--- config.mk ---
export PLATFORM = sky130hd
export DESIGN_NAME = iter_mult_writeback
export DESIGN_NICKNAME = d
export VERILOG_FILES = /design/src/rtl/iter_mult_writeback.sv
export SDC_FILE = /design/constraint.sdc
export NUM_CORES = 1
export LEC_CHECK = 0
export BUFFER_PORTS_ARGS = -buffer_cell sky130_fd_sc_hd__buf_2
export CORE_MARGIN = 10
export CORE_UTILIZATION = 35
export DETAILED_ROUTE_END_ITERATION = 10
export GPL_ROUTABILITY_DRIVEN = 0
export PLACE_DENSITY = 0.66
export SYNTH_ARGS = -nofsm -noshare
export SYNTH_HDL_FRONTEND = slang
export SYNTH_SLANG_ARGS = --single-unit
--- constraint.sdc ---
create_clock -name clk -period 6.4 [get_ports clk]
set_input_delay 0.32 -clock clk [delete_from_list [all_inputs] [get_ports clk]]
set_output_delay 0.32 -clock clk [all_outputs]
set_load 0.01 [all_outputs]
--- src/rtl/iter_mult_writeback.sv ---
// iter_mult_writeback: multi-cycle shift-add multiplier for MULT/MULTU.
// Computes a full 2*WIDTH product on magnitudes, fixes the sign at the end,
// and drives a one-cycle write into the register bank (low word on
// writeData, high word on highData). Latency is fixed and data independent.
module iter_mult_writeback #(
  parameter int WIDTH  = 32,
  parameter int ADDR_W = 5
) (
  input  logic              clk,
  input  logic              rst,
  input  logic              start,
  input  logic              signedMode,
  input  logic [WIDTH-1:0]  opA,
  input  logic [WIDTH-1:0]  opB,
  input  logic [ADDR_W-1:0] destAdd,
  output logic              busy,
  output logic              done,
  output logic [1:0]        RegWrite,
  output logic [ADDR_W-1:0] writeAdd,
  output logic [WIDTH-1:0]  writeData,
  output logic [WIDTH-1:0]  highData
);

  localparam int CNT_W = $clog2(WIDTH);

  localparam logic [1:0] IDLE = 2'd0;
  localparam logic [1:0] RUN  = 2'd1;
  localparam logic [1:0] FIN  = 2'd2;

  localparam logic [WIDTH-1:0]   ONE_W    = 1;
  localparam logic [2*WIDTH-1:0] ONE_P    = 1;
  localparam logic [CNT_W-1:0]   CNT_ONE  = 1;
  localparam logic [CNT_W-1:0]   CNT_LAST = CNT_W'(WIDTH - 1);

  logic [1:0]         state_q,      state_d;
  logic [CNT_W-1:0]   cnt_q,        cnt_d;
  logic [2*WIDTH-1:0] mcand_q,      mcand_d;
  logic [WIDTH-1:0]   mplr_q,       mplr_d;
  logic [2*WIDTH-1:0] acc_q,        acc_d;
  logic               neg_q,        neg_d;
  logic [ADDR_W-1:0]  dest_q,       dest_d;
  logic               done_q,       done_d;
  logic [1:0]         reg_write_q,  reg_write_d;
  logic [ADDR_W-1:0]  write_add_q,  write_add_d;
  logic [WIDTH-1:0]   write_data_q, write_data_d;
  logic [WIDTH-1:0]   high_data_q,  high_data_d;

  logic [WIDTH-1:0]   mag_a;
  logic [WIDTH-1:0]   mag_b;
  logic [2*WIDTH-1:0] product;

  // Operand magnitudes; 0x80..0 maps to 2^(WIDTH-1), which still fits unsigned.
  always_comb begin
    mag_a = opA;
    mag_b = opB;
    if (signedMode && opA[WIDTH-1]) mag_a = ~opA + ONE_W;
    if (signedMode && opB[WIDTH-1]) mag_b = ~opB + ONE_W;
  end

  // Next-state logic: latch on start, one shift-add step per RUN cycle, publish in FIN.
  always_comb begin
    state_d      = state_q;
    cnt_d        = cnt_q;
    mcand_d      = mcand_q;
    mplr_d       = mplr_q;
    acc_d        = acc_q;
    neg_d        = neg_q;
    dest_d       = dest_q;
    done_d       = 1'b0;
    reg_write_d  = 2'd0;
    write_add_d  = write_add_q;
    write_data_d = write_data_q;
    high_data_d  = high_data_q;
    product      = '0;

    case (state_q)
      IDLE: begin
        if (start) begin
          state_d = RUN;
          mcand_d = {{WIDTH{1'b0}}, mag_a};
          mplr_d  = mag_b;
          dest_d  = destAdd;
          neg_d   = signedMode & (opA[WIDTH-1] ^ opB[WIDTH-1]);
          acc_d   = '0;
          cnt_d   = '0;
        end
      end
      RUN: begin
        if (mplr_q[0]) acc_d = acc_q + mcand_q;
        mcand_d = mcand_q << 1;
        mplr_d  = mplr_q >> 1;
        cnt_d   = cnt_q + CNT_ONE;
        if (cnt_q == CNT_LAST) state_d = FIN;
      end
      FIN: begin
        state_d      = IDLE;
        product      = neg_q ? (~acc_q + ONE_P) : acc_q;
        write_data_d = product[WIDTH-1:0];
        high_data_d  = product[2*WIDTH-1:WIDTH];
        write_add_d  = dest_q;
        done_d       = 1'b1;
        reg_write_d  = (dest_q != '0) ? 2'd2 : 2'd0;
      end
      default: begin
        state_d = IDLE;
      end
    endcase
  end

  // State and datapath registers; reset aborts any operation without a write.
  always_ff @(posedge clk or posedge rst) begin
    if (rst) begin
      state_q      <= IDLE;
      cnt_q        <= '0;
      mcand_q      <= '0;
      mplr_q       <= '0;
      acc_q        <= '0;
      neg_q        <= 1'b0;
      dest_q       <= '0;
      done_q       <= 1'b0;
      reg_write_q  <= 2'd0;
      write_add_q  <= '0;
      write_data_q <= '0;
      high_data_q  <= '0;
    end else begin
      state_q      <= state_d;
      cnt_q        <= cnt_d;
      mcand_q      <= mcand_d;
      mplr_q       <= mplr_d;
      acc_q        <= acc_d;
      neg_q        <= neg_d;
      dest_q       <= dest_d;
      done_q       <= done_d;
      reg_write_q  <= reg_write_d;
      write_add_q  <= write_add_d;
      write_data_q <= write_data_d;
      high_data_q  <= high_data_d;
    end
  end

  assign busy      = (state_q == RUN) || (state_q == FIN);
  assign done      = done_q;
  assign RegWrite  = reg_write_q;
  assign writeAdd  = write_add_q;
  assign writeData = write_data_q;
  assign highData  = high_data_q;

endmodule

==> metrics.txt <==
Synth area leader=dfrtp_1; worst vdd ir=0.000392 V; Power Density=389 nW/um^2; Max Cap Viol=0; worst skew pair latency=0.57 ns; main combinational cell family by area after synthesis=compound AO/OA/AOI/OAI gates; iteration-0 DRC count of the detailed router=982; total power=approximately 6.9 mW; clk slew on worst S/H paths=about 0.060 ns; status=finished, final reports clean; Post-route DRC=0; RSZ-0062 raised after global routing=no; Hold Vio Cnt, Final=0; largest net degree at the start of global routing=between 100 and 150; min Tclk post-route=3.84 ns; Slew HR=0.100; mux cell area share after synthesis=0.0185; Top Layer Used=met5; Post-Synthesis Cells=1838; H-tree depth=1; Root Buffer=clkbuf_16; Post-synth EDFFs=0; fin worst setup slack=~2.6 ns; total wire length=~43 mm; Final Setup Violations=0; Crit path arrival time=4.28 ns; grt ovf=0; Die Height=approximately 230 um; Top Ports=146; ys flop type=dfrtp_1; Worst Skew=0.0196 ns; Worst Setup End Kind=register; post-synthesis net count=1983; DRT met1 WL=roughly 20 mm; Max Fanout on Critical Path=4; CTS tree=yes; via/cell ratio=5.40; post-synthesis adder-cell area fraction=0.0581; post-synthesis compound-gate area fraction=0.243; CP Launch Type=register; Synth Register Bits=244; Num CTS Buffers=28; Post-CTS Setup Bufs=0; CP Data Required Time=between 6 and 7 ns; vias=13752; achievable clock frequency=261 MHz; routed length on met3=~3.4 mm; Final TNS setup=0 ns; Rows=77; asr flop ratio synth=1.00; hold crit path type=primary input to register; Tot GR Track Use=0.158; main area contributors after synthesis=dfrtp_1 (39%), a21oi_1 (7.3%), o21ai_0 (6.0%); fraction of layout cells with a size suffix above 1=0.125; post-route antenna net violation count=0; post-synthesis xor/xnor area fraction=0.0902; Clock Path Buffers=3; Reg2Reg Depth=13; Syn. warnings=0; DR WL met2=19.0 mm; Setup WS pre-CTS=2.64 ns; NumNets Final=2069; area grow syn2layout=14.2%; Starting Density=0.354; post-synthesis sequential area ratio=0.390; die area=53500 um^2; global-route wire length before repair=70.7 mm; placed instance count=2480; Core ar.=44200 um^2; simple-gate share of the synthesized area=0.166; Avg WL per Cell=17.0 um; Port Buffers=144; initial antenna violation count=12; CP Class=register to register; Leakage=8.19 nW; vias in the first global route=approximately 13000; max-slew violations=0; Die X-Extent=approximately 230 um; Synth cell types=73; fin cells=2546; HPWL Detailed=32.1 mm; Cell Area, Synth=15600 um^2; fin crit share=0.599; CTS Sinks=about 240; Synth Area per Inst=8.51 um^2; Min-Delay Path Depth=3; share of the synthesized area in the top cell type=0.390; pin slew with the least headroom to its limit=roughly 1.3 ns; Pre-antenna DRT Iters=5
==> logic make-up after synthesis <==
logic type,count (synthesis)
xor gates and xnor gates,161
buffers and inverters,138
DFF,244
adders and majority gates,72
AOI/OAI and AO/OA,626
muxes,27
and+or+nand+nor,569
other,1
==> power by group <==
| group | switching, mW | internal (mW) |
|---|---|---|
| logic | 1.96 | 1.08 |
| registers | 0.388 | 1.89 |
| clock network | 0.674 | 0.957 |
| total | 3.02 | 3.93 |
==> final timing paths <==
check                                       start                     end  slack (ns)
max in group asynchronous                     rst       neg_q$_DFFE_PP0P_        4.62
setup / recovery           mcand_q[0]$_DFFE_PP0P_   acc_q[62]$_DFFE_PP0P_        2.56
hold / removal                              start  state_q[0]$_DFFE_PP0P_        0.06
setup reg to reg           mcand_q[0]$_DFFE_PP0P_   acc_q[62]$_DFFE_PP0P_        2.56
hold reg to reg            mplr_q[16]$_DFFE_PP0P_  mplr_q[16]$_DFFE_PP0P_        0.48
min in group asynchronous                     rst    acc_q[7]$_DFFE_PP0P_        0.50
==> worst max-delay path, cell delays in order, from the launching register on <==
cell and delay (ns):
dfrtp_1 0.47, ha_1 0.21, inv_1 0.06, fa_1 0.36, nand2b_1 0.19, a21oi_1 0.24
o211ai_1 0.14, a21oi_1 0.35, o211ai_1 0.21, a21oi_1 0.23, o2111ai_1 0.25, a2111oi_0 0.71
or3_1 0.22, nand3_1 0.08
==> metrics by stage <==
stage / hold slack [ns] / util / instance area [um^2]
after floorplan: 0.445 / - / 15600
after global placement: 0.462 / 0.381 / 16800
after detailed placement: 0.466 / 0.381 / 16800
after CTS: 0.0537 / 0.403 / 17800
after global routing: 0.0686 / 0.404 / 17900
final: 0.0642 / 0.404 / 17900
==> state kept, by name, summed over array words and instances, names as in the netlist <==
name	cells
RegWrite	1
acc_q	64
cnt_q	5
dest_q	5
done	1
highData	32
mcand_q	64
mplr_q	32
neg_q	1
state_q	2
writeAdd	5
writeData	32
==> synthesized netlist by cell type (all sizes together) (23+ instances only) <==
library cell,n
xnor2,60
xor2,101
nor2,187
a22o,38
ha,71
inv,34
o21ai,195
dfrtp,244
a21oi,230
o31ai,31
or3,23
nand4,24
clkbuf,87
a21o,32
nand2,218
==> final cells by class <==
class | count | area, um^2
repair buffers | 160 | 868
clock inverters | 14 | 175
fillers | 4450 | 26400
well taps | 592 | 741
diodes | 8 | 20.0
inverters | 34 | 131
flip-flops and latches | 244 | 6110
clock buffers | 38 | 758
multi-input cells | 1456 | 9060
==> routing by layer <==
layer	vias up	global-route usage
met1	6512	0.215
met4	8	0.0395
met2	392	0.247
met5	-	0
met3	70	0.0384
li1	6770	-
==> placed cells by master (no fill, tap or decap), types with 15 or more instances in the layout <==
cell type / netlist / layout
a21o_1: 32 / 32
o31ai_1: 30 / 30
nor3_1: 15 / 15
nand4_1: 23 / 23
a21oi_1: 228 / 227
xor2_1: 101 / 101
nand2_1: 216 / 216
or4_1: 16 / 16
nor2_1: 186 / 186
a22o_1: 38 / 38
o21ai_0: 187 / 186
clkbuf_16: 0 / 28
inv_1: 34 / 33
or3_1: 23 / 23
ha_1: 71 / 69
xnor2_1: 60 / 60
buf_2: 4 / 144
dfrtp_1: 244 / 243
mux2_2: 15 / 15
nand3_1: 19 / 19
==> what timing repair did <==
item                      in CTS  in global routing
hold endpoints to repair      43                  0
hold buffers                   6                  0
gates resized for setup        0                  0
(Power assumes the default switching activity.)
